==> src/rtl/seq_detect_arbiter_if.sv <==
// rtl/seq_detect_arbiter_if.sv - request/grant/result bundle for the run-detecting arbiter
interface seq_detect_arbiter_if #(
    parameter int W  = 8,
    parameter int CW = 4
);
    logic          req0;
    logic [W-1:0]  data0;
    logic          req1;
    logic [W-1:0]  data1;
    logic          gnt0;
    logic          gnt1;
    logic          busy;
    logic          done;
    logic          done_id;
    logic [CW-1:0] match_cnt;

    modport master (
        output req0, data0, req1, data1,
        input  gnt0, gnt1, busy, done, done_id, match_cnt
    );

    modport slave (
        input  req0, data0, req1, data1,
        output gnt0, gnt1, busy, done, done_id, match_cnt
    );
endinterface

==> src/rtl/seq_detect_arbiter.sv <==
// rtl/seq_detect_arbiter.sv - two-way round-robin arbiter feeding an MSB-first run-of-three counter
module seq_detect_arbiter #(
    parameter int W  = 8,
    parameter int CW = 4
) (
    input  logic                 clk,
    input  logic                 rst,
    seq_detect_arbiter_if.slave  bus
);
    localparam int BW = $clog2(W + 1);

    typedef enum logic [1:0] {
        IDLE   = 2'd0,
        SHIFT  = 2'd1,
        REPORT = 2'd2
    } state_t;

    state_t        state;
    logic [W-1:0]  sr;
    logic [BW-1:0] bcnt;
    logic          p1;
    logic          p2;
    logic [CW-1:0] cnt;
    logic          last;

    logic          pick;
    logic          run_bit;
    logic          hit;

    always_comb begin
        pick    = 1'b0;
        run_bit = sr[W-1];
        hit     = 1'b0;
        if (bus.req0 && bus.req1) begin
            pick = ~last;
        end else begin
            pick = bus.req1;
        end
        // p1/p2 only hold real bits once two bits of this word have been shifted
        if ((bcnt >= BW'(2)) && (run_bit == p1) && (p1 == p2)) begin
            hit = 1'b1;
        end
    end

    always_ff @(posedge clk or negedge rst) begin
        if (!rst) begin
            state         <= IDLE;
            sr            <= '0;
            bcnt          <= '0;
            p1            <= 1'b0;
            p2            <= 1'b0;
            cnt           <= '0;
            last          <= 1'b1;
            bus.gnt0      <= 1'b0;
            bus.gnt1      <= 1'b0;
            bus.busy      <= 1'b0;
            bus.done      <= 1'b0;
            bus.done_id   <= 1'b0;
            bus.match_cnt <= '0;
        end else begin
            bus.gnt0 <= 1'b0;
            bus.gnt1 <= 1'b0;
            bus.done <= 1'b0;
            case (state)
                IDLE: begin
                    if (bus.req0 || bus.req1) begin
                        sr       <= pick ? bus.data1 : bus.data0;
                        bus.gnt0 <= ~pick;
                        bus.gnt1 <= pick;
                        last     <= pick;
                        bus.busy <= 1'b1;
                        bcnt     <= '0;
                        cnt      <= '0;
                        p1       <= 1'b0;
                        p2       <= 1'b0;
                        state    <= SHIFT;
                    end
                end
                SHIFT: begin
                    // one extra cycle after the last bit lets the final hit land in cnt
                    if (bcnt == BW'(W)) begin
                        bus.done      <= 1'b1;
                        bus.done_id   <= last;
                        bus.match_cnt <= cnt;
                        state         <= REPORT;
                    end else begin
                        sr   <= {sr[W-2:0], 1'b0};
                        p2   <= p1;
                        p1   <= run_bit;
                        bcnt <= bcnt + 1'b1;
                        if (hit) begin
                            cnt <= cnt + 1'b1;
                        end
                    end
                end
                REPORT: begin
                    bus.busy <= 1'b0;
                    state    <= IDLE;
                end
                default: begin
                    state <= IDLE;
                end
            endcase
        end
    end
endmodule

==> src/flat_wrapper.sv <==
// flat-port wrapper written by rule: the top's interface ports become plain ports
module seq_detect_arbiter_flat 
#(
    parameter int W  = 8,
    parameter int CW = 4
)
  (clk, rst, bus_req0, bus_data0, bus_req1, bus_data1, bus_gnt0, bus_gnt1, bus_busy, bus_done, bus_done_id, bus_match_cnt);
  seq_detect_arbiter_if #(.W(W), .CW(CW)) bus_i ();
  input  logic clk;
  input  logic rst;
  input wire logic [$bits(bus_i.req0)-1:0] bus_req0;
  input wire logic [$bits(bus_i.data0)-1:0] bus_data0;
  input wire logic [$bits(bus_i.req1)-1:0] bus_req1;
  input wire logic [$bits(bus_i.data1)-1:0] bus_data1;
  output wire logic [$bits(bus_i.gnt0)-1:0] bus_gnt0;
  output wire logic [$bits(bus_i.gnt1)-1:0] bus_gnt1;
  output wire logic [$bits(bus_i.busy)-1:0] bus_busy;
  output wire logic [$bits(bus_i.done)-1:0] bus_done;
  output wire logic [$bits(bus_i.done_id)-1:0] bus_done_id;
  output wire logic [$bits(bus_i.match_cnt)-1:0] bus_match_cnt;
  assign bus_i.req0 = bus_req0;
  assign bus_i.data0 = bus_data0;
  assign bus_i.req1 = bus_req1;
  assign bus_i.data1 = bus_data1;
  assign bus_gnt0 = bus_i.gnt0;
  assign bus_gnt1 = bus_i.gnt1;
  assign bus_busy = bus_i.busy;
  assign bus_done = bus_i.done;
  assign bus_done_id = bus_i.done_id;
  assign bus_match_cnt = bus_i.match_cnt;
  seq_detect_arbiter #(.W(W), .CW(CW)) u_core (.clk(clk), .rst(rst), .bus(bus_i));
endmodule
==> config.mk <==
export PLATFORM = sky130hd
export DESIGN_NAME = seq_detect_arbiter_flat
export DESIGN_NICKNAME = d
export VERILOG_FILES = /design/src/rtl/seq_detect_arbiter_if.sv /design/src/rtl/seq_detect_arbiter.sv /design/src/flat_wrapper.sv
export SDC_FILE = /design/constraint.sdc
export NUM_CORES = 1
export LEC_CHECK = 0
export ABC_AREA = 1
export ABC_CLOCK_PERIOD_IN_PS = 3940
export BUFFER_PORTS_ARGS = -buffer_cell sky130_fd_sc_hd__buf_2
export CORE_AREA = 2 2 54 56
export CTS_CLUSTER_SIZE = 14
export DETAILED_ROUTE_END_ITERATION = 6
export DIE_AREA = 0 0 56 58
export MAX_ROUTING_LAYER = met4
export PLACE_DENSITY = 0.86
export SETUP_SLACK_MARGIN = 0.02
export SKIP_LAST_GASP = 1
export SYNTH_ARGS = -nofsm -noshare
export SYNTH_HDL_FRONTEND = slang
export SYNTH_SLANG_ARGS = --single-unit
==> constraint.sdc <==
create_clock -name clk -period 3.94 [get_ports clk]
set_input_delay 0.788 -clock clk [delete_from_list [all_inputs] [get_ports clk]]
set_output_delay 0.788 -clock clk [all_outputs]
set_load 0.05 [all_outputs]
# [Yosys cells after proc, flatten, opt, wreduce, memory -nomap -nowiden]
# Cells that the tools add are included.
[classes] order_cmp=1 n_eq_ne=9 bitwise=2 reduce_logical=13 n_addsub=2 n_mux=28
[op_table] cell="two-way mux 8 bit" count=3
[op_table] cell="two-way mux 4 bit" count=4
[op_table] cell="case mux 4 bit (2 select lines)" count=2
[op_table] cell="case mux 8 bit (2 select lines)" count=1
[op_table] cell="two-way mux 1 bit" count=12
[op_table] cell="adder 4 x 1 -> 4 bit, second input constant" count=2
[op_table] cell="AND reduction 2 bit" count=4
[op_table] cell="!= test 2 x 1 -> 1 bit, second input constant" count=3
[op_table] cell="case mux 1 bit (2 select lines)" count=3
[op_table] cell="== test 4 bit, second input constant" count=1
[op_table] cell="greater-or-equal comparator 4 x 2 -> 1 bit, second input constant" count=1
[op_table] cell="two-way mux 2 bit" count=2
[op_table] cell="case mux 2 bit (2 select lines)" count=1
[op_table] cell="AND reduction 4 bit" count=1
[op_table] cell="nonzero test 2 bit" count=2
[op_table] cell="logical AND 1 bit" count=3
[op_table] cell="AND reduction 3 bit" count=1
[op_table] cell="== test 1 bit" count=2
[op_table] cell="== test 2 x 1 -> 1 bit, second input constant" count=1
[op_table] cell="== test 2 bit, second input constant" count=1
[op_table] cell="zero test 2 bit" count=1
[op_table] cell="!= test 2 bit, second input constant" count=1
[op_table] cell="NOT 1 bit" count=2
[op_table] cell="logical OR 1 bit" count=1
[word_totals] in_bits=20 out_inout_bits=9 register_bits=30 word_cells=68

# [Logic depth before layout (Yosys ltp)]
# Gate-level depths: netlist of run 1.
[depth] depth_word=7 mapped_depth=9 depth_no_buf=8

# [Worst setup path before layout of run 1]
# No wires, ideal clock.
[synth_timing] path_kind="input to register" startpoint="input port bus_req1" endpoint="register u_core.cnt[2]" n_path_buf=0 t_arrival_ns=1.406 slack_ns=2.417 setup_ns=0.117 t_required_ns=3.823 path_stages=5 path_cell_list="o21ai_4 inv_1 o21bai_1 nand2_1 nand2_1"
[synth_between] elab_chain_cells=3
[synth_rtl] item="start: declaration" line_no="flat_wrapper.sv:13" rtl="input wire logic [$bits(bus_i.req1)-1:0] bus_req1;"
[synth_rtl] item="logical OR 1 bit" line_no="seq_detect_arbiter.sv:66" rtl="if (bus.req0 || bus.req1) begin"
[synth_rtl] item="!= test 2 x 1 -> 1 bit (no line)"
[synth_rtl] item="AND reduction 4 bit (no line)"
[synth_rtl] item="end signal: assignment" line_no="seq_detect_arbiter.sv:92" rtl="cnt <= cnt + 1'b1;"
[synth_rtl] item="end: declaration" line_no="seq_detect_arbiter.sv:23" rtl="logic [CW-1:0] cnt;"
# No other way between the ends.
# A chain may end at the register's enable or synchronous reset.

# [Final worst setup path of run 1]
[layout_timing] startpoint="register u_core.bus.done_id" endpoint="output port bus_done_id"
[layout_rtl] item="start: declaration" line_no="seq_detect_arbiter_if.sv:24" rtl="output gnt0, gnt1, busy, done, done_id, match_cnt"
[layout_rtl] item="start signal: assignment" line_no="seq_detect_arbiter.sv:83" rtl="bus.done_id <= last;"
[layout_rtl] item="end: declaration" line_no="flat_wrapper.sv:19" rtl="output wire logic [$bits(bus_i.done_id)-1:0] bus_done_id;"
# No word-level cell between the ends.

==> impl_metrics.tcl, run 1 <==
set metrics [dict create \
    grt_max_degree 31 \
    p_per_area_nw_per_um2 780 \
    cts_sinks 30 \
    hold_class "input port to async pin" \
    drt_wl_total_mm 2.75 \
    synth-simple-area-share_pct 25.9 \
    antenna_found_initial 0 \
    ys_seq_area_share_pct 51.3 \
    cpLargestDelayFamily "flip-flops" \
    synthTopCellsByArea "dfrtp_1 50%, nand2_1 10%, nand3_1 8.9%" \
    core_um2 2660 \
    crit_fanout 2 \
    cts_hold_buf 0 \
    cp_data_required_time_ps 3150 \
    end_kind "output pin" \
    slowest_stage "dfrtp_1" \
    async_flop_share_pct 100 \
    synth_area_um2 1470 \
    hold_ws_ps 460 \
    cts_setup_buffers 0 \
    cts_buffers 5 \
    ys_warn_count 0 \
    grtUsageTotal_pct 19.8 \
    timing.fmax_mhz 572 \
    finalSetupViolCount 0 \
    finalCriticalPeriod_ps 1750 \
    synth_cell_types 25 \
    ctsRootBufferMaster "clkbuf_4" \
    clock_skew_ps 10.6 \
    syn_area_per_cell_um2 8.62 \
    ys.flop_type "dfrtp_1" \
    path_cells "buf_2" \
    synth_top_area_share_pct 49.5 \
    synth_top_family_by_area "simple AND/OR/NAND/NOR gates" \
    cp-startpoint "u_core.bus.done_id" \
    synthMuxAreaShare_pct 0 \
    grt_pass1_wl_mm 4.73 \
    first_pass_iters 4 \
    num_io_pins 29 \
    hpwl_mm 2.07 \
    synth_xor_area_share_pct 0.598 \
    crit_type "register to output pin" \
    max_slew.worst_pin.slew_ps 631 \
    final-hold-violation-count 0 \
    drv_cap 0 \
    path_buf_inv 1 \
    peakVddDrop_uv 565 \
    slowest_delay_ps 360 \
    cts_tree "built" \
    cts_resized 0 \
    yosysMostFrequentCell "nand2_1" \
    ant_nets 0 \
    drcViolationCount 0 \
    cp.arrival_ps 960 \
    layout-drive-gt1-share_pct 25.2 \
    max_slew_margin_pct 57.9 \
    clockBufferDepth 2 \
    status "finished clean" \
    synth_area_leader_cell "dfrtp_1" \
    num_antenna_cells 0 \
    dr_total_vias 1191 \
    dieArea_um2 3250 \
    rsz0062_at_grt "false" \
    final.period_utilization_pct 44.4 \
    ys_ff_latch 30 \
    drt_iter0_drc 37 \
    r2r_setup_slack_ps 2470 \
    synth_compound_area_share_pct 12.6 \
    cts_max_level 2 \
    crit_path_start_kind "register" \
    wl_per_cell_um 11.8 \
    synth_common_cells "39 x nand2_1, 29 x dfrtp_1, 26 x nand3_1, 20 x o21ai_0, 14 x inv_1" \
    synth_edf_count 0 \
    gp_congestion 0.826 \
    setup-tns-final_ps 0 \
    cts.clk_slew.worst_paths_ps 100 \
    p_leak_nw 0.857 \
    slew_viol_final 0 \
    clock_latency_ps 330 \
    grt-ovfl-total 0 \
    reg2reg_from "u_core.state[1]" \
    synth_nets 194 \
    syn_to_final_growth_pct 14.6 \
    start_util_pct 55.0 \
    netlist_instances 170 \
    die_h_um 58 \
    portBuffers 28 \
    nFillCells 237 \
    die_w_um 56 \
    nets 225 \
    vias_per_cell 5.11 \
    std_cell_rows 19 \
    grt_pass1_vias 1102 \
    yosys.area_share.adder_pct 3.42 \
]
power by group:
group	leakage [nW]	switching (mW)	total, mW	internal, mW
logic	0.448	0.416	0.597	0.181
registers	0.374	0.0802	0.518	0.438
clock network	0.0343	0.109	0.194	0.0857
area by class of cell:
class	instances	area, um2	share of cell area [%]
Tap cell	31	38.8	2.31
Clock inverter	2	12.5	0.745
Sequential cell	30	752	44.8
Timing Repair Buffer	28	140	8.35
Clock buffer	6	51.3	3.06
Multi-Input combinational cell	120	622	37.0
Inverter	16	62.6	3.73
sequential cells by signal, summed over array words and instances, names as in the netlist:
signal	count
u_core.bus.gnt0	1
u_core.sr	8
u_core.state	2
u_core.bus.done_id	1
u_core.bus.gnt1	1
u_core.p2	1
u_core.cnt	4
u_core.bcnt	4
u_core.p1	1
u_core.bus.match_cnt	4
u_core.bus.busy	1
u_core.bus.done	1
u_core.last	1
stage by stage:
stage,area (um2),instances,util [%],power [mW],setup WS [ps]
after floorplan,1470,170,-,1.00,2420
after global placement,1620,225,60.7,1.11,2140
after detailed placement,1620,225,60.7,1.12,2110
after CTS,1680,233,63.1,1.32,2170
after global routing,1680,233,63.1,1.43,2140
final,1680,233,63.1,1.31,2190
metal layers:
layer	GRT usage [%]	up-vias	routed length, um
met5	-	-	0
met4	7.14	0	47
met3	6.70	6	100
met2	31.1	15	1380
met1	24.0	550	1230
li1	-	620	-
cells by family (layout without fill, tap and decap cells):
family | Yosys count | after routing
compound gates | 31 | 31
xor+xnor | 1 | 1
fa+ha+maj | 4 | 4
buf+inv | 20 | 52
flops | 30 | 30
simple gates | 84 | 84
cells in the final DEF (no fill, tap or decap), types with 4 or more instances in the layout:
cell type / netlist / layout
a21oi_1: 4 / 4
nor2_1: 9 / 9
dfrtp_1: 29 / 29
nand3_1: 26 / 26
nand2_1: 39 / 39
buf_2: 2 / 28
nand2_2: 4 / 4
ha_1: 4 / 4
inv_1: 14 / 14
clkbuf_4: 0 / 5
o21ai_0: 20 / 20
worst paths after layout:
path | cells after the start | to
worst max-delay path | 1 | bus_done_id
worst min register to register | 2 | u_core.bus.match_cnt[1]
worst min-delay path | 1 | u_core.bus.match_cnt[0]
min in group clk | 2 | u_core.bus.match_cnt[1]
worst max register to register | 8 | u_core.cnt[0]
max in group asynchronous | 1 | u_core.p1
Note: power is estimated with default switching activity, not from simulation.
==> inputs of run 2 (changes only) <==
--- a/config.mk
+++ b/config.mk
@@ -6,14 +6,14 @@
 export NUM_CORES = 1
 export LEC_CHECK = 0
 export ABC_AREA = 1
-export ABC_CLOCK_PERIOD_IN_PS = 3940
+export ABC_CLOCK_PERIOD_IN_PS = 1700
 export BUFFER_PORTS_ARGS = -buffer_cell sky130_fd_sc_hd__buf_2
-export CORE_AREA = 2 2 54 56
+export CORE_AREA = 2 2 56 58
 export CTS_CLUSTER_SIZE = 14
 export DETAILED_ROUTE_END_ITERATION = 6
-export DIE_AREA = 0 0 56 58
+export DIE_AREA = 0 0 58 60
 export MAX_ROUTING_LAYER = met4
-export PLACE_DENSITY = 0.86
+export PLACE_DENSITY = 0.81
 export SETUP_SLACK_MARGIN = 0.02
 export SKIP_LAST_GASP = 1
 export SYNTH_ARGS = -nofsm -noshare
==> constraint.sdc (replaced) <==
create_clock -name clk -period 1.7 [get_ports clk]
set_input_delay 0.34 -clock clk [delete_from_list [all_inputs] [get_ports clk]]
set_output_delay 0.34 -clock clk [all_outputs]
set_load 0.05 [all_outputs]
==> impl_metrics.tcl, run 2 (same netlist as run 1, synthesis figures left out) <==
set metrics [dict create \
    cts_buffers 5 \
    p_leak_nw 0.873 \
    setup-tns-final_ps 0 \
    hold_class "input port to async pin" \
    syn_to_final_growth_pct 16.7 \
    die_h_um 60 \
    clockBufferDepth 2 \
    drt_iter0_drc 47 \
    first_pass_iters 4 \
    cts.clk_slew.worst_paths_ps 100 \
    reg2reg_depth 7 \
    vias_per_cell 5.19 \
    start_util_pct 50.5 \
    dieArea_um2 3480 \
    clock_latency_ps 330 \
    nets 226 \
    hpwl_mm 2.03 \
    cts_sinks 30 \
    max_slew_margin_pct 57.2 \
    crit_path_start_kind "register" \
    die_w_um 58 \
    status "finished clean" \
    final.period_utilization_pct 84.5 \
    cts_max_level 2 \
    cts_resized 0 \
    cts_setup_buffers 0 \
    fin_ws_ps 264 \
    reg2reg_from "u_core.bcnt[0]" \
    cp.arrival_ps 1640 \
    finalSetupViolCount 0 \
    final_cell_mix "39 x nand2_1, 29 x dfrtp_1, 28 x buf_2" \
    place_ws_ps 230 \
    grt_pass1_wl_mm 4.73 \
    antenna_found_initial 0 \
    final-hold-violation-count 0 \
    max_slew.worst_pin.slew_ps 642 \
    slew_viol_final 0 \
    ant_nets 0 \
    grt_pass1_vias 1102 \
    clock_skew_ps 14.8 \
    grt_max_degree 31 \
    wl_per_cell_um 11.8 \
    cts_hold_buf 0 \
    num_io_pins 29 \
    rsz0062_at_grt "false" \
    gp_congestion 0.858 \
    drv_cap 0 \
    drt_wl_total_mm 2.79 \
    final_cells 236 \
    crit_type "register to register" \
    dr_total_vias 1225 \
    grtUsageTotal_pct 18.7 \
    num_antenna_cells 0 \
    portBuffers 28 \
    grt-ovfl-total 0 \
    largest_reg_flops 8 \
    top_register "u_core.sr" \
    ctsRootBufferMaster "clkbuf_4" \
    core_um2 2900 \
    cp_data_required_time_ps 1900 \
    crit_fanout 15 \
    timing.fmax_mhz 697 \
    std_cell_rows 20 \
    drcViolationCount 0 \
    cp-startpoint "u_core.bcnt[0]" \
    end_kind "register" \
    finalCriticalPeriod_ps 1440 \
    place_inst 228 \
    p_per_area_nw_per_um2 1880 \
    peakVddDrop_uv 1170 \
    final_common_cell "nand2_1" \
    layout-drive-gt1-share_pct 25.1 \
    cts_tree "built" \
]
-- run 2: stage by stage --
step / hold WS, ps / instance area (um2) / utilization, % / total power, mW
after global placement: 396 / 1630 / 56.0 / 2.59
after CTS: 16.1 / 1710 / 58.9 / 3.25
final: 14.9 / 1710 / 58.9 / 3.22
after floorplan: 44.4 / 1470 / - / 2.33
after detailed placement: 399 / 1630 / 56.0 / 2.64
after global routing: 42.6 / 1710 / 58.9 / 3.49
-- run 2: path summary, 6_finish.rpt --
path | endpoint | slack, ps
setup / recovery | u_core.sr[6] | 260
hold reg to reg | u_core.bus.match_cnt[1] | 470
min in group clk | u_core.sr[0] | 270
max in group asynchronous | u_core.p2 | 1250
hold / removal | u_core.cnt[0] | 10
setup reg to reg | u_core.sr[6] | 260
-- run 2: power by group --
group | total (mW) | switching, mW | leakage, nW | internal, mW
logic | 1.41 | 0.979 | 0.454 | 0.436
registers | 1.21 | 0.190 | 0.374 | 1.02
clock network | 0.598 | 0.247 | 0.0455 | 0.351
-- run 2: final cells by class --
class,instances,area (um2)
clock inverter,1,30.0
tap,33,41.3
multi-input combinational,120,622
inverter,16,62.6
fill,262,1190
sequential,30,752
clock buffer,7,55.1
timing repair buffer,29,148
-- run 2: critical path, stage by stage, from the launching register on --
cell     delay [ps]
dfrtp_1         410
inv_1           120
ha_1            170
nand3_2         110
nand2_2         140
nand2_4          90
inv_4           150
o21ai_0         110
-- run 2: routing by layer --
metal	track usage, %	wire [um]
met1	22.4	1270
met2	29.7	1360
met3	5.84	123
met4	6.98	32
met5	-	0
==> inputs of run 3 (changes only) <==
--- a/config.mk
+++ b/config.mk
@@ -5,15 +5,15 @@
 export SDC_FILE = /design/constraint.sdc
 export NUM_CORES = 1
 export LEC_CHECK = 0
-export ABC_AREA = 1
-export ABC_CLOCK_PERIOD_IN_PS = 1700
+export ABC_AREA = 0
+export ABC_CLOCK_PERIOD_IN_PS = 1200
 export BUFFER_PORTS_ARGS = -buffer_cell sky130_fd_sc_hd__buf_2
-export CORE_AREA = 2 2 56 58
+export CORE_AREA = 2 2 58 60
 export CTS_CLUSTER_SIZE = 14
 export DETAILED_ROUTE_END_ITERATION = 6
-export DIE_AREA = 0 0 58 60
+export DIE_AREA = 0 0 60 62
 export MAX_ROUTING_LAYER = met4
-export PLACE_DENSITY = 0.81
+export PLACE_DENSITY = 0.78
 export SETUP_SLACK_MARGIN = 0.02
 export SKIP_LAST_GASP = 1
 export SYNTH_ARGS = -nofsm -noshare
==> constraint.sdc (replaced) <==
create_clock -name clk -period 1.2 [get_ports clk]
set_input_delay 0.24 -clock clk [delete_from_list [all_inputs] [get_ports clk]]
set_output_delay 0.24 -clock clk [all_outputs]
set_load 0.05 [all_outputs]
==> impl_metrics.tcl, run 3 <==
set metrics [dict create \
    cts_buffers 5 \
    end_kind "register" \
    synth_top_area_share_pct 51.0 \
    synth-simple-area-share_pct 15.6 \
    timing.fmax_mhz 608 \
    fin_util_pct 70.2 \
    ys_ff_latch 30 \
    synth_area_um2 1420 \
    fin_ws_ps -444 \
    grtUsageTotal_pct 21.5 \
    die_h_um 62 \
    synth_top_family_by_area "simple AND/OR/NAND/NOR gates" \
    status "finished, violations left" \
    clock_latency_ps 350 \
    grt_pass1_vias 1198 \
    crit_path_start_kind "register" \
    synth_xor_area_share_pct 1.23 \
    final_cell_mix "30 x buf_4, 27 x dfrtp_1, 20 x buf_2" \
    wl_met1_mm 1.48 \
    p_per_area_nw_per_um2 2800 \
    dieArea_um2 3720 \
    yosysMostFrequentCell "dfrtp_1" \
    layout-drive-gt1-share_pct 56.6 \
    vias_per_cell 5.40 \
    wl_per_cell_um 16.2 \
    async_flop_share_pct 100 \
    violations "negative setup slack" \
    cp_data_required_time_ps 1430 \
    hpwl_mm 2.37 \
    synth_cell_types 34 \
    final.period_utilization_pct 137 \
    synthTopCellsByArea "dfrtp_1 51%, mux2_2 10%, a21oi_1 4.9%" \
    final_common_cell "buf_4" \
    crit_type "register to register" \
    gp_congestion 0.797 \
    std_cell_rows 21 \
    finalSetupViolCount 26 \
    wl_met2_mm 2.24 \
    grt_max_degree 31 \
    num_io_pins 29 \
    start_util_pct 44.8 \
    dr_total_vias 1356 \
    yosys.area_share.adder_pct 3.51 \
    first_pass_iters 5 \
    synth_compound_area_share_pct 12.7 \
    synthMuxAreaShare_pct 11.7 \
    netlist_instances 136 \
    cp.arrival_ps 1870 \
    die_w_um 60 \
    top_register "u_core.sr" \
    max_slew_margin_pct 81.4 \
    cts_max_level 2 \
    hold_class "input port to register" \
    final-hold-violation-count 0 \
    p_leak_nw 1.09 \
    cts_sinks 30 \
    grt_pass1_wl_mm 5.58 \
    ys.flop_type "dfrtp_1" \
    wl_met3_um 193 \
    drv_cap 0 \
    grt-ovfl-total 0 \
    peakVddDrop_uv 1110 \
    synth_edf_count 0 \
    drcViolationCount 0 \
    slew_viol_final 0 \
    portBuffers 28 \
    clock_skew_ps 15.2 \
    num_antenna_cells 0 \
    ant_nets 0 \
    finalCriticalPeriod_ps 1640 \
    core_um2 3180 \
    synth_nets 160 \
    antenna_found_initial 0 \
    ys_warn_count 0 \
    syn_to_final_growth_pct 56.7 \
    drt_wl_total_mm 4.07 \
    cts.clk_slew.worst_paths_ps 100 \
    top_layer_used "met4" \
    max_slew.worst_pin.slew_ps 278 \
    clockBufferDepth 2 \
    multi_input_area_um2 816 \
    nets 228 \
    ys_seq_area_share_pct 52.8 \
    drt_iter0_drc 86 \
    hold_ws_ps 176 \
    rsz0062_at_grt "true" \
    syn_area_per_cell_um2 10.5 \
    synth_common_cells "29 x dfrtp_1, 18 x nand2_1, 14 x a21oi_1, 13 x mux2_2, 13 x nor2_1" \
    ctsRootBufferMaster "clkbuf_4" \
    seq_area_um2 754 \
    synth_area_leader_cell "dfrtp_1" \
    crit_fanout 6 \
    cts_tree "built" \
    largest_reg_flops 8 \
    nFillCells 219 \
]
==> run 3: cell type report <==
type,instances,share of cell area [%]
clock buffers,8,3.53
multi-input cells,98,36.6
flip-flops and latches,30,33.8
well taps,46,2.58
inverters,3,0.505
repair buffers,66,23.0
==> run 3: cell families (layout without fill, tap and decap cells) <==
group | count (synthesis) | count (layout)
adders and majority gates | 4 | 4
and+or+nand+nor | 48 | 48
xor gates and xnor gates | 2 | 2
AOI/OAI and AO/OA | 29 | 29
DFF | 30 | 30
muxes | 15 | 15
buffers and inverters | 8 | 77
==> run 3: worst paths after layout <==
path | slack [ps] | cells after the start | endpoint | startpoint
max reg2reg | -440 | 6 | u_core.bus.match_cnt[0] | u_core.bcnt[1]
min in group asynchronous | 370 | 3 | u_core.state[0] | rst
max | -440 | 6 | u_core.bus.match_cnt[0] | u_core.bcnt[1]
min | 180 | 3 | u_core.sr[0] | bus_data0[0]
max in group asynchronous | 580 | 3 | u_core.last | rst
min reg2reg | 510 | 1 | u_core.cnt[3] | u_core.cnt[3]
==> run 3: layer usage <==
metal,track usage [%],vias to the layer above
li1,-,609
met1,22.8,676
met2,39.3,51
met3,4.35,20
met4,8.57,0
met5,-,-
==> run 3: where the power goes <==
group          internal (mW)  total, mW  switching (mW)
registers               1.44       1.75           0.310
clock network          0.400      0.766           0.366
logic                   1.90       3.74            1.83
total                   3.75       6.26            2.51
==> run 3: through the flow <==
| stage | setup WS [ps] | power [mW] | cells | TNS, ps | instance area [um2] |
|---|---|---|---|---|---|
| global placement | -371 | 4.40 | 232 | -7910 | 1870 |
| finish | -444 | 6.26 | 251 | -8090 | 2230 |
| CTS | -417 | 5.76 | 247 | -7900 | 2100 |
| detailed placement | -445 | 4.56 | 232 | -9660 | 1870 |
| floorplan | -378 | 3.65 | 136 | -6070 | 1490 |
| global route | -500 | 6.59 | 251 | -9610 | 2230 |
==> run 3: worst max-delay path, cell delays in order, from the launching register on <==
cell and delay, ps:
dfrtp_1 430, inv_2 110, ha_4 130, nand3b_1 140
buf_6 180, nor2_4 210, mux2_4 330
==> run 3: what timing repair did <==
item                                    in CTS  in global routing
pin swaps                                   11                  9
hold buffers                                 1                  0
buffers inserted                             7                  4
cloned                                       0                  1
endpoints found under the setup margin      35                 38
hold endpoints to repair                    29                  0
gates resized for setup                     31                 29
